==> src/rtl/regfile_wb_scheduler_if.sv <==
// rtl/regfile_wb_scheduler_if.sv - issue, producer and register-file write bundle for the writeback scheduler
interface regfile_wb_scheduler_if #(
  parameter int XLEN = 32,
  parameter int NREG = 32,
  parameter int AW   = 5
);
  logic            issue_valid;
  logic [AW-1:0]   issue_rd;
  logic            issue_ready;
  logic [AW-1:0]   rs1_sel;
  logic [AW-1:0]   rs2_sel;
  logic            rs_hazard;
  logic            alu_valid;
  logic [AW-1:0]   alu_rd;
  logic [XLEN-1:0] alu_data;
  logic            alu_ready;
  logic            lsu_valid;
  logic [AW-1:0]   lsu_rd;
  logic [XLEN-1:0] lsu_data;
  logic            lsu_ready;
  logic            wr_en;
  logic [AW-1:0]   wr_addr;
  logic [XLEN-1:0] wr_data;
  logic [NREG-1:0] busy;

  modport master (
    output issue_valid, issue_rd, rs1_sel, rs2_sel,
           alu_valid, alu_rd, alu_data, lsu_valid, lsu_rd, lsu_data,
    input  issue_ready, rs_hazard, alu_ready, lsu_ready,
           wr_en, wr_addr, wr_data, busy
  );

  modport slave (
    input  issue_valid, issue_rd, rs1_sel, rs2_sel,
           alu_valid, alu_rd, alu_data, lsu_valid, lsu_rd, lsu_data,
    output issue_ready, rs_hazard, alu_ready, lsu_ready,
           wr_en, wr_addr, wr_data, busy
  );
endinterface

==> src/rtl/regfile_wb_scheduler.sv <==
// rtl/regfile_wb_scheduler.sv - round-robin ALU/LSU writeback arbiter with pending-write scoreboard
module regfile_wb_scheduler #(
  parameter int XLEN = 32,
  parameter int NREG = 32,
  parameter int AW   = 5
) (
  input  logic                   clk,
  input  logic                   rst,
  regfile_wb_scheduler_if.slave  bus
);

  typedef enum logic {
    SRC_ALU = 1'b0,
    SRC_LSU = 1'b1
  } src_t;

  src_t            rr_last;
  logic [NREG-1:0] busy_q;
  logic [NREG-1:0] busy_d;
  logic            wr_en_q;
  logic [AW-1:0]   wr_addr_q;
  logic [XLEN-1:0] wr_data_q;
  logic            alu_ready;
  logic            lsu_ready;
  logic            alu_xfer;
  logic            lsu_xfer;
  logic            issue_ready;
  logic            issue_xfer;

  // Readies depend only on the valids and rr_last, so at most one is ever high.
  always_comb begin
    alu_ready = 1'b0;
    lsu_ready = 1'b0;
    if (bus.alu_valid && (!bus.lsu_valid || rr_last == SRC_LSU)) begin
      alu_ready = 1'b1;
    end else if (bus.lsu_valid) begin
      lsu_ready = 1'b1;
    end
  end

  assign alu_xfer    = bus.alu_valid && alu_ready;
  assign lsu_xfer    = bus.lsu_valid && lsu_ready;
  assign issue_ready = !busy_q[bus.issue_rd];
  assign issue_xfer  = bus.issue_valid && issue_ready;

  // Clear on commit first so a same-edge issue to that register wins.
  always_comb begin
    busy_d = busy_q;
    if (wr_en_q) begin
      busy_d[wr_addr_q] = 1'b0;
    end
    if (issue_xfer && bus.issue_rd != '0) begin
      busy_d[bus.issue_rd] = 1'b1;
    end
    busy_d[0] = 1'b0;
  end

  always_ff @(posedge clk or posedge rst) begin
    if (rst) begin
      rr_last   <= SRC_LSU;
      busy_q    <= '0;
      wr_en_q   <= 1'b0;
      wr_addr_q <= '0;
      wr_data_q <= '0;
    end else begin
      busy_q  <= busy_d;
      wr_en_q <= 1'b0;
      // A result for x0 is consumed but never reaches the write port.
      if (alu_xfer) begin
        rr_last <= SRC_ALU;
        if (bus.alu_rd != '0) begin
          wr_en_q   <= 1'b1;
          wr_addr_q <= bus.alu_rd;
          wr_data_q <= bus.alu_data;
        end
      end else if (lsu_xfer) begin
        rr_last <= SRC_LSU;
        if (bus.lsu_rd != '0) begin
          wr_en_q   <= 1'b1;
          wr_addr_q <= bus.lsu_rd;
          wr_data_q <= bus.lsu_data;
        end
      end
    end
  end

  assign bus.alu_ready   = alu_ready;
  assign bus.lsu_ready   = lsu_ready;
  assign bus.issue_ready = issue_ready;
  assign bus.rs_hazard   = busy_q[bus.rs1_sel] | busy_q[bus.rs2_sel];
  assign bus.wr_en       = wr_en_q;
  assign bus.wr_addr     = wr_addr_q;
  assign bus.wr_data     = wr_data_q;
  assign bus.busy        = busy_q;

endmodule

==> src/flat_wrapper.sv <==
// flat-port wrapper written by rule: the top's interface ports become plain ports
module regfile_wb_scheduler_flat 
#(
  parameter int XLEN = 32,
  parameter int NREG = 32,
  parameter int AW   = 5
)
  (clk, rst, bus_issue_valid, bus_issue_rd, bus_rs1_sel, bus_rs2_sel, bus_alu_valid, bus_alu_rd, bus_alu_data, bus_lsu_valid, bus_lsu_rd, bus_lsu_data, bus_issue_ready, bus_rs_hazard, bus_alu_ready, bus_lsu_ready, bus_wr_en, bus_wr_addr, bus_wr_data, bus_busy);
  regfile_wb_scheduler_if #(.XLEN(XLEN), .NREG(NREG), .AW(AW)) bus_i ();
  input  logic clk;
  input  logic rst;
  input wire logic [$bits(bus_i.issue_valid)-1:0] bus_issue_valid;
  input wire logic [$bits(bus_i.issue_rd)-1:0] bus_issue_rd;
  input wire logic [$bits(bus_i.rs1_sel)-1:0] bus_rs1_sel;
  input wire logic [$bits(bus_i.rs2_sel)-1:0] bus_rs2_sel;
  input wire logic [$bits(bus_i.alu_valid)-1:0] bus_alu_valid;
  input wire logic [$bits(bus_i.alu_rd)-1:0] bus_alu_rd;
  input wire logic [$bits(bus_i.alu_data)-1:0] bus_alu_data;
  input wire logic [$bits(bus_i.lsu_valid)-1:0] bus_lsu_valid;
  input wire logic [$bits(bus_i.lsu_rd)-1:0] bus_lsu_rd;
  input wire logic [$bits(bus_i.lsu_data)-1:0] bus_lsu_data;
  output wire logic [$bits(bus_i.issue_ready)-1:0] bus_issue_ready;
  output wire logic [$bits(bus_i.rs_hazard)-1:0] bus_rs_hazard;
  output wire logic [$bits(bus_i.alu_ready)-1:0] bus_alu_ready;
  output wire logic [$bits(bus_i.lsu_ready)-1:0] bus_lsu_ready;
  output wire logic [$bits(bus_i.wr_en)-1:0] bus_wr_en;
  output wire logic [$bits(bus_i.wr_addr)-1:0] bus_wr_addr;
  output wire logic [$bits(bus_i.wr_data)-1:0] bus_wr_data;
  output wire logic [$bits(bus_i.busy)-1:0] bus_busy;
  assign bus_i.issue_valid = bus_issue_valid;
  assign bus_i.issue_rd = bus_issue_rd;
  assign bus_i.rs1_sel = bus_rs1_sel;
  assign bus_i.rs2_sel = bus_rs2_sel;
  assign bus_i.alu_valid = bus_alu_valid;
  assign bus_i.alu_rd = bus_alu_rd;
  assign bus_i.alu_data = bus_alu_data;
  assign bus_i.lsu_valid = bus_lsu_valid;
  assign bus_i.lsu_rd = bus_lsu_rd;
  assign bus_i.lsu_data = bus_lsu_data;
  assign bus_issue_ready = bus_i.issue_ready;
  assign bus_rs_hazard = bus_i.rs_hazard;
  assign bus_alu_ready = bus_i.alu_ready;
  assign bus_lsu_ready = bus_i.lsu_ready;
  assign bus_wr_en = bus_i.wr_en;
  assign bus_wr_addr = bus_i.wr_addr;
  assign bus_wr_data = bus_i.wr_data;
  assign bus_busy = bus_i.busy;
  regfile_wb_scheduler #(.XLEN(XLEN), .NREG(NREG), .AW(AW)) u_core (.clk(clk), .rst(rst), .bus(bus_i));
endmodule
==> config.mk <==
export PLATFORM = sky130hd
export DESIGN_NAME = regfile_wb_scheduler_flat
export DESIGN_NICKNAME = d
export VERILOG_FILES = /design/src/rtl/regfile_wb_scheduler_if.sv /design/src/rtl/regfile_wb_scheduler.sv /design/src/flat_wrapper.sv
export SDC_FILE = /design/constraint.sdc
export NUM_CORES = 1
export LEC_CHECK = 0
export CAP_MARGIN = 0
export CORE_ASPECT_RATIO = 0.8
export CORE_MARGIN = 4
export CORE_UTILIZATION = 35
export CTS_BUF_LIST = sky130_fd_sc_hd__clkbuf_8 sky130_fd_sc_hd__clkbuf_16
export CTS_CLUSTER_DIAMETER = 100
export DETAILED_ROUTE_END_ITERATION = 16
export PLACE_DENSITY_LB_ADDON = 0.12
export SLEW_MARGIN = 5
export SYNTH_ARGS = -nofsm -noshare
export SYNTH_HDL_FRONTEND = slang
export SYNTH_SLANG_ARGS = --single-unit
export TNS_END_PERCENT = 10
==> constraint.sdc <==
create_clock -name clk -period 2.4 [get_ports clk]
set_input_delay 0.36 -clock clk [delete_from_list [all_inputs] [get_ports clk]]
set_output_delay 0.36 -clock clk [all_outputs]
set_load 0.1 [all_outputs]
==> results of run 1 <==
-- worst paths after layout --
check	endpoint	slack, ns	cells after the start
worst min register to register	u_core.rr_last	0.47	2
worst max-delay path	bus_issue_ready	-0.13	6
max in group asynchronous	u_core.rr_last	1.64	3
worst min-delay path	u_core.bus.wr_data[5]	0.40	3
worst max register to register	u_core.bus.busy[19]	0.39	6
min in group clk	u_core.rr_last	0.47	2
-- sequential cells by signal, summed over array words and instances, names as in the netlist --
signal and cells:
u_core.rr_last 1, u_core.bus.busy 31, u_core.bus.wr_en 1, u_core.bus.wr_addr 5, u_core.bus.wr_data 32
-- layout by cell type, fill, tap and decap left out, types with 3 or more instances in the layout --
| cell | instances |
|---|---|
| or3b_2 | 4 |
| buf_4 | 99 |
| bufinv_16 | 3 |
| mux2i_1 | 42 |
| o21ai_2 | 19 |
| nor2b_1 | 3 |
| a21oi_1 | 38 |
| clkbuf_16 | 9 |
| nand2_1 | 29 |
| mux2_2 | 3 |
| dfrtp_2 | 19 |
| dlygate4sd2_1 | 7 |
| nand3b_1 | 10 |
| inv_1 | 4 |
| nor2_1 | 46 |
| and3b_1 | 3 |
| mux4_2 | 19 |
| nand3_1 | 8 |
| or4_1 | 3 |
| o21ai_0 | 42 |
| nor3b_1 | 4 |
| clkdlybuf4s50_1 | 86 |
| dfrtp_1 | 50 |
| buf_12 | 6 |
-- cell type report --
class,count,share of cell area (%)
Sequential cell,70,27.88
Timing Repair Buffer,200,28.37
Clock inverter,6,1.728
Inverter,4,0.2356
Clock buffer,10,3.750
Tap cell,148,2.906
Multi-Input combinational cell,297,35.13
-- cell families (layout without fill, tap and decap cells) --
kind of cell           Yosys count  count (layout)  share of synthesized area, %
AO/OA/AOI/OAI                  108             108                         15.97
buffers and inverters           34             220                         3.833
other                            1               1                       0.09118
multiplexers                    67              67                         23.06
flip-flops                      70              70                         42.62
AND/OR/NAND/NOR                121             121                         14.42
-- stage by stage --
stage,util (%),total power [µW]
after floorplan,-,5726
final,55.33,8742
after CTS,55.23,8758
after detailed placement,52.08,7161
after global routing,55.33,9063
after global placement,52.08,7124
-- power groups by stage --
stage / Sequential, µW / Combinational (µW) / Clock [µW]
after global routing: 2180 / 5250 / 1630
after detailed placement: 2130 / 5030 / 0
after floorplan: 4500 / 1220 / 0
after CTS: 2110 / 5070 / 1580
final: 2140 / 5060 / 1540
after global placement: 2140 / 4990 / 0
-- repair_timing --
item | 4_1_cts | 5_1_grt
buffers inserted | 2 | 0
gates resized for setup | 13 | 3
setup endpoints to repair | 2 | 2
cloned | 0 | 0
pin swaps | 2 | 1
hold endpoints to repair | 0 | 0
-- worst max-delay path, stage by stage (launching register included) --
cell and delay (ns):
dfrtp_2 0.45, mux4_2 0.48, a22o_1 0.25, a221oi_4 0.21
nand2_2 0.12, a21oi_4 0.14, buf_12 0.19
-- per-layer routing --
| metal | GRT usage (%) | vias to the layer above | wire, µm |
|---|---|---|---|
| met3 | 6.132 | 24 | 1241 |
| met1 | 27.46 | 1889 | 5722 |
| met2 | 32.66 | 160 | 6518 |
| met4 | 5.172 | 0 | 199 |
| met5 | 0 | - | 0 |
| li1 | - | 1835 | - |
==> insert_results.sql, run 1 <==
INSERT INTO impl_metrics (metric_group, metric, value, unit) VALUES
('floorplanning', 'rows', '35', ''),
('floorplanning', 'floorplan.core_area', '0.01152', 'mm²'),
('critical_path', 'setup.worst_path.end_class', 'output pin', ''),
('floorplanning', 'die_w', '129.2', 'µm'),
('sta', 'min_period', '2.528', 'ns'),
('clock_tree', 'cts_tree', 'built', ''),
('layout', 'fill_count', '1034', ''),
('sta', 'layout_worst_path_cycle_share', '105.3', '%'),
('synth', 'ys_async_sr_fraction', '100.0', '%'),
('placed_design', 'dpl.hpwl', '10550', 'µm'),
('sta', 'timing.max_slew.rel_slack', '60.95', '%'),
('layout', 'design_area', '0.006372', 'mm²'),
('route', 'post-route-drc-count', '0', ''),
('synth', 'yosysUniqueCellTypes', '43', ''),
('power_and_ir_drop', 'power.internal', '3983', 'µW'),
('synth', 'synth.yosys.warnings', '0', ''),
('synth', 'yosys.cell_count.top_type', 'dfrtp_1', ''),
('synth', 'synth-edff-count', '0', ''),
('clock_tree', 'maximum_clock_path_buffer_count', '2', ''),
('grt', 'grt_pass1_wl', '21860', 'µm'),
('clock_tree', 'root_buffer_selected_by_cts', 'clkbuf_16', ''),
('placed_design', 'routabilityCongestion', '0.9702', ''),
('sta', 'final_hold_viol_count', '0', ''),
('synth', 'synth_top_cell_by_area', 'dfrtp_1', ''),
('layout', 'final_layout_size_suffix_gt1_share', '33.56', '%'),
('power_and_ir_drop', 'power.share.switching', '54.44', '%'),
('sta', 'maxClockFrequency', '395.5', 'MHz'),
('grt', 'aggregate_global_route_resource_usage', '20.54', '%'),
('critical_path', 'cp-start-kind', 'flip-flop', ''),
('clock_tree', 'ctsHoldBuffers', '0', ''),
('placed_design', 'pre_cts_ws', '-0.3376', 'ns'),
('layout', 'num-nets-final', '676', ''),
('sta', 'final.setup.worst_slack', '-0.1284', 'ns'),
('power_and_ir_drop', 'netSwitchingPower', '4759', 'µW'),
('synth', 'synth_top_cells_by_count', 'dfrtp_1, nor2_1, mux2i_1', ''),
('floorplanning', 'floorplan.io_pins', '168', ''),
('critical_path', 'required', '2.04', 'ns'),
('synth', 'netlist_area', '0.004113', 'mm²'),
('outcome', 'failed_checks', 'setup timing', ''),
('layout', 'multiInputGateArea', '0.002238', 'mm²'),
('power_and_ir_drop', 'power_frac_clock', '17.6', '%'),
('floorplanning', 'area_enclosed_by_the_die_boundary', '0.01356', 'mm²'),
('sta', 'worst_pin_slew', '0.5836', 'ns'),
('floorplanning', 'floorplan.initialDensity', '35.71', '%'),
('route', 'number_of_nets_with_antenna_violations_after_detailed_routing', '0', ''),
('route', 'route.final.wire_length', '13680', 'µm'),
('synth', 'yosys_register_bits', '70', ''),
('hold_path', 'worst_hold_path_type', 'in2async', ''),
('critical_path', 'regToRegStartpoint', 'u_core.bus.busy[19]', ''),
('outcome', 'status', 'finished with violations', ''),
('placed_design', 'dpl_cells', '717', ''),
('grt', 'grt_start_max_net_pins', '76', ''),
('route', 'via_count', '3908', ''),
('run', 'max-cap-violations', '0', ''),
('clock_tree', 'clock_edge_transition_at_the_registers_on_the_reported_setup_and_hold_paths', '0.06', 'ns'),
('power_and_ir_drop', 'vdd.ir_drop.worst', '822.2', 'µV'),
('clock_tree', 'h-tree-depth', '3', ''),
('synth', 'syn-mean-instance-area', '10.26', 'µm²'),
('power_and_ir_drop', 'combPwrFrac', '57.9', '%'),
('route', 'drt_iter0_markers', '329', ''),
('layout', 'sequential_cell_area', '0.001777', 'mm²'),
('sta', 'final_setup_fails', '2', ''),
('sta', 'setup-tns-final', '-0.2036', 'ns'),
('layout', 'layout-area-overhead-vs-synth', '54.94', '%'),
('grt', 'grt_antenna_before_repair', '0', ''),
('critical_path', 'critPathArrivalTime', '2.17', 'ns'),
('synth', 'synth.top_cell.area_share', '41.98', '%'),
('power_and_ir_drop', 'p_seq_share', '24.5', '%'),
('synth', 'number_of_standard_cells_after_synthesis', '401', ''),
('critical_path', 'timing.critical_path.fanout_max', '4', ''),
('route', 'routed_via_density', '5.317', '');
No activity file was read; power rests on OpenSTA's default activity.
==> run 2: changes to the inputs <==
ABC_CLOCK_PERIOD_IN_PS = 2400   (was not set)
==> results of run 2 <==
No change in the layout: final DEF, timing and power equal those of run 1.
==> run 3: changes to the inputs <==
RECOVER_POWER = 25   (was not set)
==> run 3 against run 2 <==
Effect of this change:
- the flow finishes with violations (capacitance limit, slew limit, setup timing)
- hold slack gained 0.067 ns
- sequential share of layout area up 0.066 points
- die area did not move
- power decreased by 0.11%
- clock skew about the same
- critical path depth did not move
- design area is 0.24% lower
- via count is 0.41% lower
- critical path type unchanged
- clock power barely moved
- sequential power is essentially flat
- combinational power is essentially flat
- first-iteration DRC count decreased by 11%
==> insert_results.sql, run 3 (same netlist as run 1, synthesis figures left out) <==
INSERT INTO impl_metrics (metric_group, metric, value, unit) VALUES
('sta', 'setup-tns-final', '-0.1984', 'ns'),
('clock_tree', 'maximum_clock_path_buffer_count', '2', ''),
('sta', 'timing.max_slew.rel_slack', '-2.620', '%'),
('sta', 'final.setup.worst_slack', '-0.1245', 'ns'),
('floorplanning', 'die_w', '129.2', 'µm'),
('hold_path', 'holdPathStages', '2', ''),
('clock_tree', 'clock_edge_transition_at_the_registers_on_the_reported_setup_and_hold_paths', '0.06', 'ns'),
('layout', 'num-nets-final', '676', ''),
('critical_path', 'setup.worst_path.end_class', 'output pin', ''),
('clock_tree', 'root_buffer_selected_by_cts', 'clkbuf_16', ''),
('grt', 'grt_remaining_overflow', '0', ''),
('sta', 'maxClockFrequency', '396.1', 'MHz'),
('route', 'post-route-drc-count', '0', ''),
('power_and_ir_drop', 'power_density_cells', '1374', 'mW/mm²'),
('critical_path', 'cp-start-kind', 'flip-flop', ''),
('power_and_ir_drop', 'vdd.ir_drop.worst', '821.8', 'µV'),
('sta', 'rsz0062_at_grt', 'yes', ''),
('outcome', 'status', 'finished with violations', ''),
('placed_design', 'routabilityCongestion', '0.9702', ''),
('route', 'wl_per_cell', '18.61', 'µm'),
('layout', 'final_layout_size_suffix_gt1_share', '33.39', '%'),
('placed_design', 'dpl_cells', '717', ''),
('sta', 'timing_max_transition_violations_final', '71', ''),
('floorplanning', 'floorplan.io_pins', '168', ''),
('critical_path', 'timing.critical_path.fanout_max', '4', ''),
('floorplanning', 'floorplan.initialDensity', '35.71', '%'),
('grt', 'grt_pass1_wl', '21860', 'µm'),
('critical_path', 'r2r-end', 'u_core.bus.busy[31]', ''),
('floorplanning', 'floorplan.core_area', '0.01152', 'mm²'),
('clock_tree', 'clk-insertion-delay-late', '0.33', 'ns'),
('outcome', 'failed_checks', 'capacitance limit, slew limit, setup timing', ''),
('layout', 'fill_count', '1036', ''),
('route', 'via_count', '3892', ''),
('critical_path', 'ff2ff_path_depth', '6', ''),
('critical_path', 'cp-startpoint', 'u_core.bus.busy[19]', ''),
('grt', 'grt_start_max_net_pins', '76', ''),
('route', 'drt_iter0_markers', '293', ''),
('power_and_ir_drop', 'total_leakage_power', '0.002724', 'µW'),
('route', 'route.final.wire_length', '13680', 'µm'),
('floorplanning', 'rows', '35', ''),
('layout', 'layout_common_cells', 'buf_4, clkdlybuf4s50_1, dfrtp_1, nor2_1', ''),
('layout', 'number_of_cells_in_the_finished_layout_apart_from_fillers', '735', ''),
('critical_path', 'setup.reg_to_reg.worst_slack', '0.39', 'ns'),
('sta', 'worst_pin_slew', '1.539', 'ns'),
('critical_path', 'worstSetupEndpoint', 'bus_issue_ready', ''),
('clock_tree', 'cts_tree', 'built', ''),
('sta', 'final_hold_viol_count', '0', ''),
('clock_tree', 'numClockSinks', '70', ''),
('layout', 'max_ffs_per_register', '32', ''),
('clock_tree', 'tritoncts.num_buffers', '9', ''),
('critical_path', 'critPathArrivalTime', '2.16', 'ns'),
('sta', 'layout_worst_path_cycle_share', '105.2', '%'),
('layout', 'number_of_antenna_diodes', '0', ''),
('grt', 'first_global_vias', '4074', ''),
('run', 'max-cap-violations', '1', ''),
('layout', 'multiInputGateArea', '0.002238', 'mm²'),
('layout', 'final_common_cell', 'buf_4', ''),
('sta', 'min_period', '2.524', 'ns'),
('hold_path', 'worst_hold_path_type', 'reg2reg', ''),
('critical_path', 'required', '2.04', 'ns'),
('route', 'number_of_nets_with_antenna_violations_after_detailed_routing', '0', ''),
('grt', 'aggregate_global_route_resource_usage', '20.54', '%'),
('floorplanning', 'die_y', '105.0', 'µm'),
('sta', 'hold_slack', '0.4710', 'ns'),
('placed_design', 'dpl.hpwl', '10550', 'µm'),
('critical_path', 'regToRegStartpoint', 'u_core.bus.busy[19]', ''),
('route', 'routed_via_density', '5.295', ''),
('sta', 'clock_skew', '0.006308', 'ns'),
('layout', 'layout-area-overhead-vs-synth', '54.58', '%'),
('floorplanning', 'area_enclosed_by_the_die_boundary', '0.01356', 'mm²'),
('layout', 'sequential_cell_area', '0.001777', 'mm²'),
('clock_tree', 'h-tree-depth', '3', ''),
('placed_design', 'place.port_buffers', '166', ''),
('critical_path', 'path_class', 'reg2out', ''),
('grt', 'grt_antenna_before_repair', '0', ''),
('route', 'drt_first_pass_iters', '4', ''),
('sta', 'final_setup_fails', '2', ''),
('power_and_ir_drop', 'totalPowerFinal', '8732', 'µW');
==> run 3: cell types whose count changed in the layout (fill, tap and decap cells not counted) <==
cell             delta
inv_2               -1
buf_12              -1
clkinv_1            +1
dlygate4sd3_1       +1
buf_2               +1
clkdlybuf4s50_1     -1
==> run 3: area by class of cell <==
cell class	count	share of cell area [%]
multi-input combinational	297	35.21
timing repair buffer	200	28.20
sequential	70	27.95
clock buffer	10	3.759
tap	148	2.913
clock inverter	6	1.732
inverter	4	0.2362
==> run 3: routing by layer <==
layer | track usage (%) | vias up | routed length (µm)
met3 | 6.132 | 13 | 1376
met2 | 32.66 | 166 | 6599
met5 | 0 | - | 0
li1 | - | 1836 | -
met4 | 5.172 | 0 | 140
met1 | 27.46 | 1877 | 5561
==> run 3: per-stage QoR <==
| step | setup WS [ns] | utilization, % | instance area [µm²] |
|---|---|---|---|
| 2_1_floorplan | -0.3930 | - | 4150 |
| 3_3_place_gp | -0.3328 | 52.08 | 5998 |
| 3_5_place_dp | -0.3376 | 52.08 | 5998 |
| 4_1_cts | -0.1264 | 55.23 | 6361 |
| 5_1_grt | -0.2021 | 55.20 | 6357 |
| 6_report | -0.1245 | 55.20 | 6357 |
==> run 3: worst max-delay path: stages, from the launching register on <==
cell and delay (ns):
dfrtp_2 0.45, mux4_2 0.48, a22o_1 0.25, a221oi_4 0.21, nand2_2 0.12, a21oi_4 0.14
buf_12 0.19
==> run 3: timing repair <==
action                                  CTS  global route
buffers inserted                          2             0
hold buffers                              0             0
resized for setup                        13             3
pin swaps                                 2             1
endpoints found under the hold margin     0             0
endpoints found under the setup margin    2             2
gates cloned                              0             0
==> run 3: power by group <==
part / leakage, µW / internal (µW) / total (µW) / switching (µW)
clock: 0.000170 / 1040 / 1540 / 498
combinational: 0.00177 / 1360 / 5050 / 3690
sequential: 0.000780 / 1570 / 2140 / 565
==> run 3: how the worst min path moves through the flow <==
| stage | slack, ns | to | startpoint |
|---|---|---|---|
| CTS | 0.44 | u_core.bus.wr_data[5] | rst |
| detailed placement | 0.47 | u_core.rr_last | u_core.rr_last |
| floorplan | 0.43 | u_core.rr_last | bus_alu_valid |
| global route | 0.50 | u_core.rr_last | u_core.rr_last |
| global placement | 0.46 | u_core.rr_last | u_core.rr_last |
| finish | 0.47 | u_core.rr_last | u_core.rr_last |
